### config.mk
export PLATFORM = sky130hd
export DESIGN_NAME = ui_menu_controller
export DESIGN_NICKNAME = d
export VERILOG_FILES = /design/src/rtl/ui_menu_controller.sv
export SDC_FILE = /design/constraint.sdc
export NUM_CORES = 1
export LEC_CHECK = 0
export ABC_CLOCK_PERIOD_IN_PS = 2000
export CORE_ASPECT_RATIO = 0.7
export CORE_MARGIN = 1.5
export CORE_UTILIZATION = 56
export DETAILED_ROUTE_END_ITERATION = 6
export PLACE_DENSITY = 0.73
export SLEW_MARGIN = 20
export SYNTH_ARGS = -nofsm -noshare
export SYNTH_HDL_FRONTEND = slang
export SYNTH_SLANG_ARGS = --single-unit
export TNS_END_PERCENT = 50
### constraint.sdc
create_clock -name clock25MHz -period 2 [get_ports clock25MHz]
set_input_delay 0.6 -clock clock25MHz [delete_from_list [all_inputs] [get_ports clock25MHz]]
set_output_delay 0.6 -clock clock25MHz [all_outputs]
set_load 0.05 [all_outputs]
### src/rtl/ui_menu_controller.sv
// Front-panel button controller: synchronise, debounce and edge-detect three
// raw buttons, auto-repeat Next/Prev, and maintain the UI menu selection.
module ui_menu_controller #(
    parameter int DEBOUNCE_CYCLES = 250000,
    parameter int REPEAT_DELAY    = 12500000,
    parameter int REPEAT_PERIOD   = 5000000
) (
    input  logic       clock25MHz,
    input  logic       resetN,
    input  logic       btnMode,
    input  logic       btnNext,
    input  logic       btnPrev,
    output logic       uiMode,
    output logic [1:0] selectedChannel,
    output logic       selectedCursorPair,
    output logic       changed
);

    localparam int DB_W   = $clog2(DEBOUNCE_CYCLES + 1);
    localparam int RP_MAX = (REPEAT_DELAY > REPEAT_PERIOD) ? REPEAT_DELAY : REPEAT_PERIOD;
    localparam int RP_W   = $clog2(RP_MAX + 1);
    localparam logic [DB_W-1:0] DB_LIMIT  = DB_W'(DEBOUNCE_CYCLES);
    localparam logic [RP_W-1:0] RP_DELAY  = RP_W'(REPEAT_DELAY);
    localparam logic [RP_W-1:0] RP_PERIOD = RP_W'(REPEAT_PERIOD);
    localparam int BTN_MODE = 0;
    localparam int BTN_NEXT = 1;
    localparam int BTN_PREV = 2;

    logic [2:0]      raw_s;
    logic [2:0]      sync1_q, sync1_d;
    logic [2:0]      sync2_q, sync2_d;
    logic [2:0]      stable_q, stable_d;
    logic [2:0]      stable_prev_q, stable_prev_d;
    logic [2:0]      press_s;
    logic [DB_W-1:0] db_cnt_q [3];
    logic [DB_W-1:0] db_cnt_d [3];

    // Index 0 tracks Next, index 1 tracks Prev.
    logic [RP_W-1:0] hold_cnt_q [2];
    logic [RP_W-1:0] hold_cnt_d [2];
    logic [1:0]      repeating_q, repeating_d;
    logic [1:0]      repeat_s;
    logic            both_held_s;

    logic            mode_ev_s, next_ev_s, prev_ev_s;
    logic            ui_mode_q, ui_mode_d;
    logic [1:0]      channel_q, channel_d;
    logic            pair_q, pair_d;
    logic [3:0]      sel_prev_q, sel_prev_d;
    logic            changed_q, changed_d;

    assign raw_s = {btnPrev, btnNext, btnMode};

    // Synchroniser shift, debounce counters and press edge detection.
    always_comb begin
        sync1_d       = raw_s;
        sync2_d       = sync1_q;
        stable_prev_d = stable_q;
        stable_d      = stable_q;
        for (int i = 0; i < 3; i++) begin
            db_cnt_d[i] = {DB_W{1'b0}};
            if (sync2_q[i] == stable_q[i]) begin
                db_cnt_d[i] = {DB_W{1'b0}};
            end else if (db_cnt_q[i] == DB_LIMIT) begin
                stable_d[i] = sync2_q[i];
                db_cnt_d[i] = {DB_W{1'b0}};
            end else begin
                db_cnt_d[i] = db_cnt_q[i] + DB_W'(1);
            end
        end
        press_s = stable_q & ~stable_prev_q;
    end

    assign both_held_s = stable_q[BTN_NEXT] & stable_q[BTN_PREV];

    // Hold counters: count from the press, first repeat after REPEAT_DELAY,
    // then every REPEAT_PERIOD; a count of zero means idle.
    always_comb begin
        for (int j = 0; j < 2; j++) begin
            hold_cnt_d[j]  = hold_cnt_q[j];
            repeating_d[j] = repeating_q[j];
            repeat_s[j]    = stable_q[j + 1] & ~both_held_s &
                             (hold_cnt_q[j] != {RP_W{1'b0}}) &
                             (repeating_q[j] ? (hold_cnt_q[j] == RP_PERIOD)
                                             : (hold_cnt_q[j] == RP_DELAY));
            if (!stable_q[j + 1] || both_held_s) begin
                hold_cnt_d[j]  = {RP_W{1'b0}};
                repeating_d[j] = 1'b0;
            end else if (press_s[j + 1]) begin
                hold_cnt_d[j]  = RP_W'(1);
                repeating_d[j] = 1'b0;
            end else if (repeat_s[j]) begin
                hold_cnt_d[j]  = RP_W'(1);
                repeating_d[j] = 1'b1;
            end else if (hold_cnt_q[j] != {RP_W{1'b0}}) begin
                hold_cnt_d[j]  = hold_cnt_q[j] + RP_W'(1);
            end else begin
                hold_cnt_d[j]  = {RP_W{1'b0}};
            end
        end
    end

    // Event resolution: Mode wins, simultaneous Next/Prev cancel.
    always_comb begin
        mode_ev_s = press_s[BTN_MODE];
        next_ev_s = press_s[BTN_NEXT] | repeat_s[0];
        prev_ev_s = press_s[BTN_PREV] | repeat_s[1];
        ui_mode_d = ui_mode_q;
        channel_d = channel_q;
        pair_d    = pair_q;
        if (mode_ev_s) begin
            ui_mode_d = ~ui_mode_q;
        end else if (next_ev_s ^ prev_ev_s) begin
            if (ui_mode_q) begin
                pair_d = ~pair_q;
            end else if (next_ev_s) begin
                channel_d = channel_q + 2'd1;
            end else begin
                channel_d = channel_q - 2'd1;
            end
        end else begin
            ui_mode_d = ui_mode_q;
        end
        sel_prev_d = {ui_mode_q, channel_q, pair_q};
        changed_d  = (sel_prev_d != sel_prev_q);
    end

    // State registers.
    always_ff @(posedge clock25MHz or negedge resetN) begin
        if (!resetN) begin
            sync1_q       <= 3'b000;
            sync2_q       <= 3'b000;
            stable_q      <= 3'b000;
            stable_prev_q <= 3'b000;
            for (int i = 0; i < 3; i++) begin
                db_cnt_q[i] <= {DB_W{1'b0}};
            end
            for (int j = 0; j < 2; j++) begin
                hold_cnt_q[j] <= {RP_W{1'b0}};
            end
            repeating_q   <= 2'b00;
            ui_mode_q     <= 1'b0;
            channel_q     <= 2'd0;
            pair_q        <= 1'b0;
            sel_prev_q    <= 4'd0;
            changed_q     <= 1'b0;
        end else begin
            sync1_q       <= sync1_d;
            sync2_q       <= sync2_d;
            stable_q      <= stable_d;
            stable_prev_q <= stable_prev_d;
            for (int i = 0; i < 3; i++) begin
                db_cnt_q[i] <= db_cnt_d[i];
            end
            for (int j = 0; j < 2; j++) begin
                hold_cnt_q[j] <= hold_cnt_d[j];
            end
            repeating_q   <= repeating_d;
            ui_mode_q     <= ui_mode_d;
            channel_q     <= channel_d;
            pair_q        <= pair_d;
            sel_prev_q    <= sel_prev_d;
            changed_q     <= changed_d;
        end
    end

    assign uiMode             = ui_mode_q;
    assign selectedChannel    = channel_q;
    assign selectedCursorPair = pair_q;
    assign changed            = changed_q;

endmodule

# ---- Word level (Yosys, flattened, before mapping)
# Cells that the tools add are included.
dict set report totals {
  register_bits 125
  latchBits 0
  ramBits 0
  rom_bits 0
  inputBits 5
  output_inout_bits 5
  elab_cells 91
  n_memories 0
}
dict set report classes {
  add_sub_neg 7
  multipliers 0
  div 0
  n_lt_le_gt_ge 0
  n_eq_ne 11
  shift 0
  muxes 23
  bitwise_logic 19
  reduce_logical 13
}
# cell count
set ops {}
lappend ops {{24-bit two-way mux} 8}
lappend ops {{18-bit two-way mux} 6}
lappend ops {{18-bit by 1-bit adder with 18-bit output, second input constant} 3}
lappend ops {{18-bit == test, second input constant} 3}
lappend ops {{24-bit by 1-bit adder with 24-bit output, second input constant} 2}
lappend ops {{24-bit by 23-bit == test with 1-bit output, second input constant} 2}
lappend ops {{24-bit == test, second input constant} 2}
lappend ops {{24-bit nonzero test} 2}
lappend ops {{1-bit two-way mux} 8}
lappend ops {{1-bit AND} 7}
lappend ops {{1-bit NOT} 7}
lappend ops {{2-bit AND reduction} 3}
lappend ops {{3-bit AND reduction} 2}
lappend ops {{3-bit nonzero test} 2}
lappend ops {{4-bit != test} 1}
lappend ops {{3-bit AND} 1}
lappend ops {{1-bit == test} 3}
lappend ops {{3-bit NOT} 1}
lappend ops {{2-bit by 1-bit adder with 2-bit output, second input constant} 1}
lappend ops {{1-bit zero test} 2}
lappend ops {{1-bit logical OR} 2}
lappend ops {{2-bit two-way mux} 1}
lappend ops {{1-bit OR} 2}
lappend ops {{2-bit by 1-bit subtractor with 2-bit output, second input constant} 1}
lappend ops {{1-bit XOR} 1}

# ---- Depth between registers and ports, before layout
# Gate-level depths: netlist of run 1.
dict set report depth {
  depth_word 8
  mapped_depth 10
  depth_no_buf 8
}

# ---- Worst setup path after synthesis of run 1
# Ideal clock, no wire load.
dict set report synth_timing {
  kind {reg-to-reg}
  startpoint {reg hold_cnt_q[24] (netlist bit)}
  endpoint {reg hold_cnt_q[39] (netlist bit)}
  setup_time_ns 0.119
  arrival_ns 1.966
  required_ns 1.881
  setup_slack_ns -0.085
  stages_incl_launch_ff 11
  path_buffers 2
  synth_period_minus_slack_ns 2.085
  path_cell_list {dfrtp_1 -> inv_1 -> ha_1 -> or4b_2 -> nor3_4 -> o211ai_2 -> nand2_1 -> or2_1 -> buf_4 -> buf_6 -> nor2_1}
}
# item line_no
set synth_lines {}
lappend synth_lines {{start, declared} 39} ;# logic [RP_W-1:0] hold_cnt_q [2];
lappend synth_lines {{start signal, assigned by index} 139} ;# hold_cnt_q[j] <= {RP_W{1'b0}};
lappend synth_lines {{start signal, assigned by index} 156} ;# hold_cnt_q[j] <= hold_cnt_d[j];

# ---- Worst setup path after layout of run 1
dict set report layout_timing {
  startpoint {reg hold_cnt_q[0] (netlist bit)}
  endpoint {reg channel_q[1] (netlist: selectedChannel[1])}
}
dict set report layout_between {
  elab_chain_cells 6
  elab_cells_between_ends 9
  classes_between {eq/ne: 2; mux: 1; bitwise: 4; reduce/logical: 2}
}
# item line_no
set layout_rtl {}
lappend layout_rtl {{24-bit == test (tied with other cells)} 85} ;# : (hold_cnt_q[j] == RP_DELAY));
lappend layout_rtl {{1-bit two-way mux / 1-bit AND (equally long branches)} {84, 82}}
lappend layout_rtl {{1-bit AND *} 83} ;# (hold_cnt_q[j] != {RP_W{1'b0}}) &
lappend layout_rtl {{1-bit OR *} 107} ;# prev_ev_s = press_s[BTN_PREV] | repeat_s[1];
lappend layout_rtl {{1-bit XOR *} 113} ;# end else if (next_ev_s ^ prev_ev_s) begin
lappend layout_rtl {{3-bit AND reduction (no line) *} -}
lappend layout_rtl {{end signal, assigned} 160} ;# channel_q <= channel_d;
lappend layout_rtl {{end, declared} 47} ;# logic [1:0] channel_q, channel_d;
# Every way passes the cells marked *; elsewhere a longest branch is shown, timed or not.
# A chain may end at the register's enable or synchronous reset.

==> run summary, run 1 <==
Die footprint: 11510 µm²
Leak: 3.122 nW
Pin count of the biggest net entering global routing: 54
H-tree Lvls: 4
Number of buffers created by CTS: 17
Drt pass-1 iters: 5
I/O pins: 10
Cell Area, Placed: 6591 µm²
Sw frac: 20.72%
Clock transition at path regs: 0.06 ns
Slew headroom: 69.91%
Global-route usage over all layers: 23.11%
Vias in the first global route: 4433
CP Cell Sequence: inv_1, ha_1, or4b_4, nor3_4, a41o_2, a2bb2oi_4, mux2i_1, xnor2_1
Final Wtd Congestion: 0.8863
Die Wd: 127.6 µm
RSZ-0062 raised after global routing: yes
Routed wire length: 11.91 mm
CP required: 2.33 ns
Layout Skew: 0.007515 ns
Chip Height: 90.22 µm
Post-Synth Simple-Gate Area: 25.86%
Global route hottest layer: met2
Yosys cell types: 53
Worst reg2reg path depth: 8
Antenna viol nets, final: 0
Final net count: 681
Main combinational cell family by area after synthesis: simple AND/OR/NAND/NOR gates
Met2 Track Usage GR: 33.87%
Met1 Use GR: 33.14%
Maximum clock rate: 468.7 MHz
Crit Path Class: reg2reg
Vias/cell: 5.445
Compound-gate portion of the synthesized area: 2.179%
Final Hold Fails: 0
N_diodes: 0
Most area-hungry cell type in the Yosys netlist: dfrtp_1
Post-synthesis mux area share: 1.049%
Post-route cell area: 7301 µm²
Mapped Area: 6086 µm²
Net switching power: 1.257 mW
Outcome: finished with violations
Synth Area in XOR/XNOR: 14.68%
Worst R2R Setup Slack: -0.13 ns
Post-synth top area share: 51.40%
Commonest cells post-synth: 129 x nor2_1, 125 x dfrtp_1, 55 x xor2_1, 49 x nand3_1, 47 x xnor2_1
CTS Buffer Depth: 2
Later-pin clock latency in the skew report: 0.41 ns
Final worst-path setup slack: -0.1334 ns
Flop pwr share: 42.5%
DRT iter0 DRCs: 261
Final min period: 2.133 ns
Post-Layout Cell Count: 811
Clk pwr share: 55.3%
Asr flop ratio synth: 100.0%
Final setup viols: 26
Final Core Density: 69.71%
Mapped Nets: 630
Worst EP arrival: 2.46 ns
Cts hold-fix bufs: 0
Failing checks: setup timing
Sequential area share after synthesis: 51.40%
Cell Pwr Density: 830.5 nW/µm²
TritonCTS clock tree: done
Clock sinks: 125
Largest cells by area after synthesis: dfrtp_1 51%, nor2_1 8.0%, xor2_1 7.9%
WL/cell: 14.68 µm
Share of total power in combinational logic: 2.2%
Critical Path Max Stage Delay: 0.47 ns
Synthesized instance count: 615
Crit end category: flop
R2R Path Start: hold_cnt_q[0]
Most frequent cell after synthesis: nor2_1
Syn_area_per_cell: 9.896 µm²
Max Cap Violations: 0
First-pass GRT wire length: 20.99 mm
Count of pins over their slew limit: 0
Crit path launch type: flop
Initial antenna violation count: 0
Tightest Pin Transition: 0.4508 ns
EDFF count, synth: 0
Root buffer cell: clkbuf_16
Post-synthesis adder-cell area fraction: 2.056%
Initial Util: 58.11%
I/O Buffers: 9
Via count: 4416
RR Endpoint: selectedChannel[1]
DR DRC count: 0
Post-placement cell count: 778
Grt total ovfl: 0
Rows: 31
Tcrit/Tclk final: 106.7%
Slowest stage cell on the critical path: or4b_4
Worst Setup SP: hold_cnt_q[0]
Hold Crit Class: in2async
Main flop type after synthesis: dfrtp_1
Syn. warnings: 0
Flops & latches, synth: 125
Share of layout cells above drive strength 1: 14.73%
Crit-path max FO: 4
Internal: 4.807 mW
Core Box Area: 10470 µm²
Global routing usage on met3: 5.595%
DP HPWL: 7.897 mm
Peak VDD IR: 0.6264 mV
Area grow syn2layout: 19.96%
## registers in the layout, summed over array words and instances (netlist names), 2 cells and up
| register | cells |
|---|---|
| repeating_q | 2 |
| sync2_q | 3 |
| stable_prev_q | 3 |
| selectedChannel | 2 |
| hold_cnt_q | 48 |
| sel_prev_q | 4 |
| stable_prev_d | 3 |
| sync1_q | 3 |
| db_cnt_q | 54 |
## worst max path at each step
stage,to,slack [ns],depth (start not counted)
CTS,selectedChannel[1],-0.12,8
floorplan,selectedChannel[0],-0.05,8
global route,selectedChannel[0],-0.21,8
global placement,selectedCursorPair,-0.08,8
detailed placement,selectedCursorPair,-0.18,8
finish,selectedChannel[1],-0.13,8
## cells in the final DEF, fill, tap and decap left out, types with 3 or more instances in the layout
| master | count |
|---|---|
| clkinv_4 | 5 |
| mux2i_1 | 3 |
| mux2_2 | 3 |
| clkdlybuf4s50_1 | 3 |
| inv_1 | 24 |
| nor3_1 | 17 |
| or4_4 | 3 |
| nand2b_1 | 3 |
| and4_1 | 3 |
| dfrtp_1 | 125 |
| bufinv_16 | 5 |
| buf_4 | 37 |
| or3_1 | 3 |
| nand3_1 | 49 |
| nand2_1 | 36 |
| and2_1 | 5 |
| or2_2 | 4 |
| nand4_1 | 21 |
| ha_1 | 10 |
| nor2_1 | 129 |
| xnor2_1 | 47 |
| clkbuf_16 | 17 |
| xor2_1 | 55 |
| and3_1 | 12 |
| buf_12 | 5 |
| a21oi_1 | 5 |
| nor4_1 | 7 |
## what timing repair did
item | 4_1_cts | 5_1_grt
resized for setup | 8 | 3
buffers inserted | 0 | 0
cloned | 0 | 1
setup endpoints to repair | 49 | 51
endpoints found under the hold margin | 0 | 0
pin swaps | 13 | 1
## cell families after synthesis
family                     after synthesis
xor gates and xnor gates               102
and+or+nand+nor                        317
adders and majority gates               10
AOI/OAI and AO/OA                       16
buffers and inverters                   39
muxes                                    6
DFF                                    125
## power by group through the flow
| stage | combinational, mW | sequential (mW) | clock [mW] |
|---|---|---|---|
| floorplan | 0.0537 | 2.61 | 0 |
| global placement | 0.133 | 2.62 | 0 |
| detailed placement | 0.140 | 2.62 | 0 |
| CTS | 0.141 | 2.57 | 3.40 |
| global route | 0.159 | 2.58 | 3.51 |
| finish | 0.135 | 2.58 | 3.35 |
## routing by layer
metal	share of wire (%)	routed length [µm]
met5	0	0
met4	1.9	225
met3	4.0	471
met2	44	5232
met1	50	5977
## metrics by stage
step | power (mW) | worst slack [ns] | hold slack [ns] | setup TNS, ns
after global routing | 6.249 | -0.2128 | 0.1130 | -6.964
final | 6.063 | -0.1334 | 0.09693 | -2.501
after global placement | 2.751 | -0.07957 | 0.3429 | -1.958
after detailed placement | 2.758 | -0.1802 | 0.3427 | -4.775
after floorplan | 2.668 | -0.05423 | 0.3044 | -0.1596
after CTS | 6.118 | -0.1187 | 0.09367 | -1.988
## area by class of cell
cell class	count	area, µm²
Tap cell	132	165.2
Fill cell	746	3172
Clock buffer	18	429.2
Clock inverter	14	219.0
Sequential cell	125	3128
Multi-Input combinational cell	451	2839
Timing Repair Buffer	47	430.4
Inverter	24	90.09
## worst max-delay path: cells and delay by family, from the launching register on
kind,cells,cell delay (ns)
AO/OA/AOI/OAI,2,0.48
XOR/XNOR,1,0.15
adder cells (fa/ha/maj),1,0.13
buffers and inverters,1,0.06
flip-flops,1,0.37
multiplexers,1,0.24
AND/OR/NAND/NOR,2,0.62
No activity file was read; power rests on OpenSTA's default activity.
==> run 2, diff against run 1 <==
--- a/config.mk
+++ b/config.mk
@@ -6,11 +6,14 @@
 export NUM_CORES = 1
 export LEC_CHECK = 0
 export ABC_CLOCK_PERIOD_IN_PS = 2000
+export CELL_PAD_IN_SITES_DETAIL_PLACEMENT = 0
+export CELL_PAD_IN_SITES_GLOBAL_PLACEMENT = 1
 export CORE_ASPECT_RATIO = 0.7
 export CORE_MARGIN = 1.5
-export CORE_UTILIZATION = 56
+export CORE_UTILIZATION = 45
 export DETAILED_ROUTE_END_ITERATION = 6
-export PLACE_DENSITY = 0.73
+export PLACE_DENSITY = 0.74
+export SKIP_LAST_GASP = 1
 export SLEW_MARGIN = 20
 export SYNTH_ARGS = -nofsm -noshare
 export SYNTH_HDL_FRONTEND = slang
==> run 2 against run 1 <==
  * The run still ends with setup timing left
  * Critical path depth rose by 2
  * Count of clock-buffer cells in the layout rose by 3
  * Register-to-register slack improved by 0.02 ns
  * Final area rose by 1.2%
  * Non-clock buffer count rose by 7
  * Fmax rose by 1.1%
  * Clock skew fell by 0.00083 ns
  * Critical endpoint is now hold_cnt_q[22]
==> run summary, run 2 (synthesis results as in run 1) <==
Global-route usage over all layers: 18.74%
Grt total ovfl: 0
Via count: 4303
Hold Crit Class: in2async
Fillers: 1151
Rows: 35
CTS Buffer Depth: 2
Global routing usage on met3: 3.912%
Share of layout cells above drive strength 1: 15.31%
Top flop regs: db_cnt_q (54), hold_cnt_q (48), sel_prev_q (4)
Core Box Area: 13180 µm²
Commonest non-fill, non-tap cells in the layout: 129 x nor2_1, 125 x dfrtp_1, 55 x xor2_1
Failing checks: setup timing
Post-placement cell count: 834
Later-pin clock latency in the skew report: 0.41 ns
H-tree Lvls: 4
Antenna viol nets, final: 0
Worst EP arrival: 2.40 ns
Die footprint: 14240 µm²
Tcrit/Tclk final: 105.5%
Worst reg2reg path depth: 10
TritonCTS clock tree: done
Area grow syn2layout: 21.42%
Outcome: finished with violations
Met1 Use GR: 27.40%
Vias in the first global route: 4352
Root buffer cell: clkbuf_16
Chip Height: 100.3 µm
DRT iter0 DRCs: 255
Largest register by flop count: db_cnt_q
Final Core Density: 56.06%
Layout Skew: 0.006686 ns
RSZ-0062 raised after global routing: yes
I/O pins: 10
Maximum clock rate: 473.8 MHz
Max Cap Violations: 0
Slew headroom: 71.89%
Max reg flops: 54
Pin count of the biggest net entering global routing: 70
Leak: 3.136 nW
Clock transition at path regs: 0.05 ns
First-pass GRT wire length: 21.26 mm
DR DRC count: 0
Crit Path Class: reg2reg
Vias/cell: 4.940
Peak VDD IR: 0.5879 mV
Die Wd: 142.0 µm
Cell Pwr Density: 801.8 nW/µm²
R2R Path Start: hold_cnt_q[0]
Final net count: 688
Met2 Track Usage GR: 28.07%
Tightest Pin Transition: 0.4213 ns
Commonest non-fill, non-tap cell in the layout: nor2_1
Global route hottest layer: met2
CP required: 2.29 ns
Final setup viols: 26
Initial antenna violation count: 0
Initial Util: 46.17%
N_diodes: 0
I/O Buffers: 9
Clock sinks: 125
Final Hold Fails: 0
Crit end category: flop
WL/cell: 13.81 µm
Crit-path max FO: 14
Routed wire length: 12.03 mm
Post-Layout Cell Count: 871
Final Wtd Congestion: 0.8114
Count of pins over their slew limit: 0
Number of buffers created by CTS: 17
Worst Setup SP: hold_cnt_q[0]
Final worst-path setup slack: -0.1106 ns
DP HPWL: 8.160 mm
Crit path launch type: flop
Final min period: 2.111 ns
Drt pass-1 iters: 4
## run 2: cell types whose count changed in the layout (fill, tap and decap cells not counted)
cell / change
buf_4: +6
buf_12: -1
clkbuf_8: +2
buf_6: +2
nand2_1: +1
clkinv_4: -5
nand2_2: -1
bufinv_16: -1
clkinvlp_4: +2
clkbuf_1: +1
clkinv_2: +1
## run 2: cell type report
class	instances	area, µm²	area share (%)
clock inverter	11	165.2	2.235
timing repair buffer	54	478.0	6.468
clock buffer	21	460.4	6.231
tap	185	231.5	3.132
sequential	125	3128	42.33
inverter	24	90.09	1.219
multi-input combinational	451	2836	38.38
## run 2: where the power goes
part / total, mW / internal, mW / switching, mW
Sequential: 2.58 / 2.55 / 0.0240
Combinational: 0.130 / 0.0405 / 0.0899
Clock: 3.22 / 2.14 / 1.08
## run 2: worst paths after layout
check	slack (ns)	to
setup / recovery	-0.11	hold_cnt_q[22]
hold reg to reg	0.35	sync2_q[1]
max in group asynchronous	1.42	db_cnt_q[6]
hold / removal	0.01	hold_cnt_q[43]
setup reg to reg	-0.11	hold_cnt_q[22]
min in group clock25MHz	0.35	sync2_q[1]
## run 2: metal layers
metal | part of all wire (%) | up-vias
li1 | - | 2172
met1 | 52 | 2083
met2 | 44 | 38
met3 | 2.8 | 10
met4 | 0.86 | 0
met5 | 0 | -
## run 2: critical path, stage by stage, from the launching register on
cell     delay, ns
dfrtp_1       0.37
inv_1         0.06
ha_1          0.13
or4b_4        0.46
nor3_4        0.15
a41o_2        0.27
buf_4         0.12
inv_1         0.03
nand3_1       0.15
buf_6         0.19
nor2_1        0.07
## run 2: timing repair
| item | CTS | global route |
|---|---|---|
| hold buffers | 0 | 0 |
| endpoints found under the setup margin | 49 | 52 |
| resized for setup | 10 | 3 |
| gates cloned | 1 | 1 |
| pin swaps | 5 | 2 |
| buffers inserted | 3 | 0 |
## run 2: stage by stage
| step | cell area [µm²] | TNS (ns) | hold WS, ns | setup WS (ns) | total power, mW |
|---|---|---|---|---|---|
| 6_report | 7390 | -2.087 | 0.01214 | -0.1106 | 5.925 |
| 5_1_grt | 7390 | -8.442 | 0.006328 | -0.2745 | 6.161 |
| 4_1_cts | 7375 | -1.642 | 0.003190 | -0.1204 | 5.996 |
| 2_1_floorplan | 6090 | -0.1596 | 0.3044 | -0.05423 | 2.668 |
| 3_5_place_dp | 6668 | -3.432 | 0.3410 | -0.1977 | 2.755 |
| 3_3_place_gp | 6668 | -1.886 | 0.3392 | -0.1461 | 2.753 |
==> run 3, diff against run 2 <==
--- a/config.mk
+++ b/config.mk
@@ -8,11 +8,12 @@
 export ABC_CLOCK_PERIOD_IN_PS = 2000
 export CELL_PAD_IN_SITES_DETAIL_PLACEMENT = 0
 export CELL_PAD_IN_SITES_GLOBAL_PLACEMENT = 1
-export CORE_ASPECT_RATIO = 0.7
+export CORE_ASPECT_RATIO = 0.9
 export CORE_MARGIN = 1.5
 export CORE_UTILIZATION = 45
 export DETAILED_ROUTE_END_ITERATION = 6
 export PLACE_DENSITY = 0.74
+export SETUP_SLACK_MARGIN = 0.05
 export SKIP_LAST_GASP = 1
 export SLEW_MARGIN = 20
 export SYNTH_ARGS = -nofsm -noshare
==> run 3 against run 2 <==
  * Clock skew about the same
  * Worst setup slack worse by 0.023 ns
  * Final area up 1.0%
  * The flow still finishes with violations (setup timing)
  * Clock power down 4%
  * Die area about the same
  * Highest routed layer unchanged
  * Sequential share of layout area down 0.44 points
  * Final cell count down 1.3%
  * Utilization up 0.24 points
  * Sequential power about the same
  * Critical path depth down 2
  * Power down 2.1%
  * Combinational power about the same
  * Critical path type unchanged
==> run summary, run 3 (synthesis results as in run 1) <==
Global-route usage over all layers: 18.64%
RSZ-0062 raised after global routing: yes
Rows: 40
Chip Height: 113.3 µm
Max reg flops: 54
Die Wd: 125.6 µm
Hold slack: 0.1859 ns
Clock sinks: 125
WP buf/inv: 1
CP Cell Sequence: inv_1, ha_1, or4b_4, nor3_4, a41o_2, a2bb2oi_4, mux2i_2, xnor2_1
Largest register by flop count: db_cnt_q
Top flop regs: db_cnt_q (54), hold_cnt_q (48), sel_prev_q (4)
Clock transition at path regs: 0.06 ns
Vias/cell: 5.121
Drt pass-1 iters: 5
Slew headroom: 70.13%
Overall power: 5.799 mW
Grt total ovfl: 0
Final Wtd Congestion: 0.8038
Later-pin clock latency in the skew report: 0.42 ns
TritonCTS clock tree: done
Tightest Pin Transition: 0.4477 ns
Maximum clock rate: 468.8 MHz
Vias in the first global route: 4404
DRT iter0 DRCs: 329
Peak VDD IR: 0.7995 mV
Layout Skew: 0.006580 ns
Final Hold Fails: 0
Cts hold-fix bufs: 0
H-tree Lvls: 4
Critical Path Max Stage Delay: 0.47 ns
DP HPWL: 7.975 mm
Initial antenna violation count: 0
CTS Buffer Depth: 2
Fillers: 1136
Seq. cell area: 3128 µm²
Routed wire length: 12.00 mm
I/O Buffers: 9
Crit Path Class: reg2reg
Cell Pwr Density: 776.6 nW/µm²
Max Cap Violations: 0
Crit-path max FO: 4
Crit end category: flop
Root buffer cell: clkbuf_16
Share of layout cells above drive strength 1: 16.91%
Number of buffers created by CTS: 17
CP required: 2.34 ns
Die footprint: 14230 µm²
Worst EP arrival: 2.48 ns
Post-place setup slack: -0.1462 ns
Commonest non-fill, non-tap cells in the layout: 127 x nor2_1, 125 x dfrtp_1, 55 x xor2_1
Multi-input gate area: 2848 µm²
Crit path launch type: flop
Final worst-path setup slack: -0.1332 ns
Final setup viols: 49
Commonest non-fill, non-tap cell in the layout: nor2_1
Pin count of the biggest net entering global routing: 67
Tcrit/Tclk final: 106.7%
Final min period: 2.133 ns
First-pass GRT wire length: 21.30 mm
Area grow syn2layout: 22.70%
Failing checks: setup timing
Outcome: finished with violations
Crit-path leading delay family: simple AND/OR/NAND/NOR gates
Via count: 4404
DR DRC count: 0
WL/cell: 13.96 µm
Count of pins over their slew limit: 0
Leak: 3.203 nW
Core Box Area: 13260 µm²
Initial Util: 45.89%
Antenna viol nets, final: 0
Hold Crit Class: in2async
Slowest stage cell on the critical path: or4b_4
N_diodes: 0
I/O pins: 10
Final net count: 694
[run 3: cell count changes in the layout (fill, tap and decap cells not counted), sizes merged]
cell and change:
bufinv -2, clkinvlp -3, inv +2, clkbuf -1, clkinv +4, buf +6
[run 3: power by group]
group | internal (mW) | switching, mW | leakage (nW)
combinational | 0.0387 | 0.0898 | 1.18
clock | 1.94 | 1.16 | 0.297
sequential | 2.55 | 0.0235 | 1.73
total | 4.53 | 1.27 | 3.20
[run 3: area by class of cell]
| type | count | area share (%) |
|---|---|---|
| multi-input cells | 451 | 38.14 |
| inverters | 24 | 1.206 |
| clock buffers | 20 | 6.250 |
| repair buffers | 60 | 7.892 |
| flip-flops and latches | 125 | 41.89 |
| clock inverters | 12 | 1.810 |
| well taps | 168 | 2.815 |
[run 3: stage by stage]
step	std cells	setup TNS [ns]	util, %	area [µm²]
3_3_place_gp	822	-0.08320	50.69	6723
4_1_cts	860	-3.428	56.37	7476
5_1_grt	860	-8.068	56.30	7467
2_1_floorplan	615	-0.06012	-	6107
6_report	860	-1.988	56.30	7467
3_5_place_dp	822	-3.183	50.69	6723
[run 3: final timing paths]
path	startpoint	endpoint	slack, ns	cells after the start
max	hold_cnt_q[0]	selectedChannel[1]	-0.13	8
min reg2reg	sync1_q[0]	sync2_q[0]	0.35	0
max reg2reg	hold_cnt_q[0]	selectedChannel[1]	-0.13	8
max in group asynchronous	resetN	hold_cnt_q[9]	1.49	2
min	resetN	hold_cnt_q[41]	0.19	2
min in group clock25MHz	sync1_q[0]	sync2_q[0]	0.35	0
[run 3: what timing repair did]
action / 4_1_cts / 5_1_grt
pin swaps: 7 / 9
gates cloned: 2 / 0
buffers inserted: 4 / 1
endpoints found under the setup margin: 50 / 77
resized for setup: 11 / 1
[run 3: metal layers]
layer / GRT usage [%] / up-vias / wire, µm
met5: 0 / - / 0
met4: 6.288 / 0 / 142
met3: 5.154 / 14 / 402
met2: 28.01 / 51 / 5375
met1: 26.12 / 2145 / 6083
li1: - / 2194 / -
==> RTL change 1: new RTL, flow settings as in run 2 <==
The parameter `REPEAT_PERIOD` goes from 5000000 to 20000000.
--- a/src/rtl/ui_menu_controller.sv
+++ b/src/rtl/ui_menu_controller.sv
@@ -4,5 +4,5 @@
     parameter int DEBOUNCE_CYCLES = 250000,
     parameter int REPEAT_DELAY    = 12500000,
-    parameter int REPEAT_PERIOD   = 5000000
+    parameter int REPEAT_PERIOD   = 20000000
 ) (
     input  logic       clock25MHz,
Function: same outputs for any inputs over 10 cycles, from zero or initial values and one cycle with resetN low; that may be too few to reach the edited logic, so the function may still have changed.
==> RTL change 1 against run 2 <==
The run still ends with setup timing left; worst hold slack better by 0.18 ns; sequential power up 2%; power down 3.5%; non-clock buffer count up 19; cell count up 4.1%; setup slack worse by 0.25 ns; sequential share of layout area down 1.1 points; synthesized area up 1.8%; global-route usage up 0.93 points; sequential cell count up 2; routed wire length up 8.6%; design area up 4.4%; largest cell class unchanged.
==> RTL change 1: results (changes against run 2) <==
Distinct cells, synth 49 (-7.5%); Post-synth top cells nor2_1 (134), dfrtp_1 (127), xor2_1 (58), nand3_1 (57), xnor2_1 (45); design internal power 4.39 mW (-7.3%); GR Layer Usage met3 0.0487 (+0.00958); Final WS setup -0.360 ns (-0.249 ns); biggest regs db_cnt_q x54, hold_cnt_q x50, sel_prev_q x4; layout cell share with drive strength beyond 1 0.177 (+0.0242); via/cell ratio 5.09 (+3.0%); DR vias 4616 (+7.3%); skew final 0.0123 ns (+0.00565 ns); combinational power 0.125 mW (-4%); Post-Place Cells 867 (+4.0%); actual transition at the worst max-transition pin 0.557 ns (+0.136 ns); Total Wirelength 13100 um (+8.6%); Compound-Gate Fraction of Synth Area 0.0347 (+0.0129); largest net degree at the start of global routing 84 (+20%); critical path's slowest cell or3_1; post-CTS sizing 5 (-5); post-synthesis mux area share 0.00363 (-0.00685); cell count of the worst reg-to-reg path 6 (-4); Synth Net Count 647 (+2.7%); Lkg Pwr 3.34 nW (+6.5%); worst r2r dst selectedChannel[1]$_DFFE_PN0P_; grt met1 use 0.297 (+0.0233); nets@finish 724 (+5.2%); first-pass GRT wire length 22300 um (+5.1%); drt first pass iters 5 (+1); vias in the first global route 4457 (+2.4%); Clk power 2.98 mW (-7.5%); met2 routed WL 5780 um (+8.9%); worst r2r src hold_cnt_q[16]$_DFF_PN0_; share of flip-flops with an asynchronous set or reset 1.00 (unchanged); post-synthesis adder-cell area fraction 0.0202 (-0.000365); Fin Hold WS 0.189 ns (+0.177 ns); final setup vio count 28 (+7.7%); FILL cells 1168 (+1.5%); GR Layer Usage met2 0.280 (-0.000482); status finished with violations; Worst Path Max Fanout 7 (-7); Detailed Place HPWL 8810 um (+8.0%); wl on met1 6920 um (+10%); Largest delay share family, worst path compound AO/OA/AOI/OAI gates; post-synthesis sequential area ratio 0.513 (-0.00106); synth top area cells dfrtp_1 (51%), xor2_1 (8.2%), nor2_1 (8.1%); setup bufs post-CTS 5 (+2); Iter 0 DRT Violations 236 (-7.5%); Synth Area in XOR/XNOR 0.146 (-0.00120); Max IR drop VDD 627 uV (+6.7%); GRT Overall Usage 0.197 (+0.00926); wire length on met3 295 um (-11%); failing checks setup timing; GPL Wtd Cong 0.812 (+0.12%)
[RTL change 1: cell count changes after synthesis, sizes merged, moves of 4 or more]
| cell | delta |
|---|---|
| a21oi | -4 |
| and3 | +6 |
| buf | -4 |
| clkbuf | +4 |
| nand2 | -5 |
| nand3 | +8 |
| nor2 | +5 |
| nor3 | -4 |
| or3 | +5 |
[RTL change 1: metrics by stage]
step                      TNS (ns)   util  power (mW)  worst slack [ns]  instance area, um2
after global placement       -3.79  0.523        2.79            -0.288                6960
after floorplan              -5.19      -        2.71            -0.261                6220
final                        -6.60  0.580        5.72            -0.360                7720
after CTS                    -6.86  0.573        5.80            -0.320                7620
after global routing         -9.41  0.580        5.93            -0.468                7720
after detailed placement     -5.22  0.523        2.79            -0.310                6960
[RTL change 1: layout make-up]
cell class                 instances  area, um2  area share
sequential                       127       3180       0.412
multi-input combinational        468       2970       0.385
timing repair buffer              73        684      0.0887
clock buffer                      18        439      0.0569
tap                              185        231      0.0300
clock inverter                    14        134      0.0173
inverter                          22       82.6      0.0107
==> RTL change 2: new RTL, settings of run 2 <==
Without the edit above. Register the output `changed` once more, without a reset; this adds one clock of latency there. The other outputs are not delayed to match.
--- a/src/rtl/ui_menu_controller.sv
+++ b/src/rtl/ui_menu_controller.sv
@@ -168,5 +168,7 @@
     assign selectedChannel    = channel_q;
     assign selectedCursorPair = pair_q;
-    assign changed            = changed_q;
+    always_ff @(posedge clock25MHz) begin
+        changed <= changed_q;
+    end
 
 endmodule
Formal check against the unedited RTL: same outputs for any inputs over 10 cycles, from zero or initial values and one cycle with resetN low; that may be too few to reach the edited logic, so the function may still have changed.
==> RTL change 2 against run 2 <==
The run still ends with setup timing left; critical path depth shrank 2; count of clock-buffer cells in the layout unchanged; setup slack got worse by 0.0089 ns; clock power shrank 14%; routed wire length up 4.0%; design area rose by 1.6%; worst hold slack improved by 0.094 ns; sequential cell count up 1; cell count up 1.3%; synthesized area is 0.33% higher; power down 7.2%; critical endpoint is now selectedCursorPair$_DFFE_PN0P_; highest routed layer unchanged.
==> RTL change 2: results (changes against run 2) <==
status finished with violations; failing checks setup timing; Worst Path Max Fanout 4 (-10); worst r2r dst selectedCursorPair$_DFFE_PN0P_; GPL Wtd Cong 0.841 (+3.7%); Lkg Pwr 3.16 nW (+0.87%); cell count of the worst reg-to-reg path 8 (-2); final setup vio count 41 (+58%); drt first pass iters 5 (+1); Psw 1.22 mW (+2.8%); actual transition at the worst max-transition pin 0.471 ns (+0.0493 ns); layout cell share with drive strength beyond 1 0.188 (+0.0349); first-pass GRT wire length 21600 um (+1.7%); Worst EP arrival 2.45 ns (+0.05 ns); share of flip-flops with an asynchronous set or reset 0.992 (-0.00794); DR WL/cell 14.2 um (+2.7%); synth top area cells dfrtp_1 (51%), nor2_1 (7.9%), xor2_1 (7.9%); vias in the first global route 4487 (+3.1%); Max IR drop VDD 519 uV (-12%); Synth Net Count 631 (+0.16%); nets@finish 699 (+1.6%); skew final 0.00689 ns (+0.000207 ns); setup bufs post-CTS 0 (-3); largest net degree at the start of global routing 46 (-34%); Distinct cells, synth 54 (+1.9%); post-synthesis sequential area ratio 0.516 (+0.00159); Final WS setup -0.120 ns (-0.00890 ns); Clock Latency Late Sink 0.41 ns (about the same); Largest delay share family, worst path simple AND/OR/NAND/NOR gates; post-CTS sizing 8 (-2); Iter 0 DRT Violations 215 (-16%); Detailed Place HPWL 8470 um (+3.7%); DR vias 4446 (+3.3%)
## RTL change 2: cell types whose count changed in the layout (fill, tap and decap cells not counted), sizes merged
cell      change
dfxtp         +1
buf           +9
clkinvlp      +1
bufinv        -4
clkinv        +3
clkbuf        +1
## RTL change 2: logic make-up after synthesis
group,count (synthesis),synth area share
AOI/OAI and AO/OA,16,0.0217
xor gates and xnor gates,102,0.146
adders and majority gates,10,0.0205
buffers and inverters,39,0.0277
DFF,126,0.516
muxes,6,0.0105
and+or+nand+nor,317,0.258
## RTL change 2: power groups by stage
stage	logic (mW)	registers [mW]	clock network, mW
floorplan	0.0537	2.64	0
global placement	0.134	2.64	0
detailed placement	0.137	2.64	0
CTS	0.137	2.59	2.85
global route	0.154	2.60	2.97
finish	0.131	2.60	2.77
## RTL change 2: through the flow
| stage | instances | hold slack (ns) | instance area, um2 | worst slack, ns | setup TNS, ns |
|---|---|---|---|---|---|
| after floorplan | 616 | 0.304 | 6110 | -0.0542 | -0.160 |
| final | 882 | 0.106 | 7500 | -0.120 | -1.10 |
| after global placement | 845 | 0.339 | 6760 | -0.0813 | -1.61 |
| after global routing | 882 | 0.125 | 7500 | -0.276 | -6.54 |
| after detailed placement | 845 | 0.329 | 6760 | -0.164 | -3.85 |
| after CTS | 877 | 0.107 | 7350 | -0.116 | -1.54 |
## RTL change 2: layout make-up
class	count	area [um2]
inverters	24	90.1
clock inverters	11	67.6
multi-input cells	451	2910
well taps	185	231
flip-flops and latches	126	3150
repair buffers	64	583
clock buffers	21	470
fillers	1141	5680
## RTL change 2: layer usage
metal	wire (um)	up-vias	global-route usage
li1	-	2199	-
met1	6490	2186	0.280
met2	5480	43	0.286
met3	350	18	0.0508
met4	194	0	0.0690
met5	0	-	0
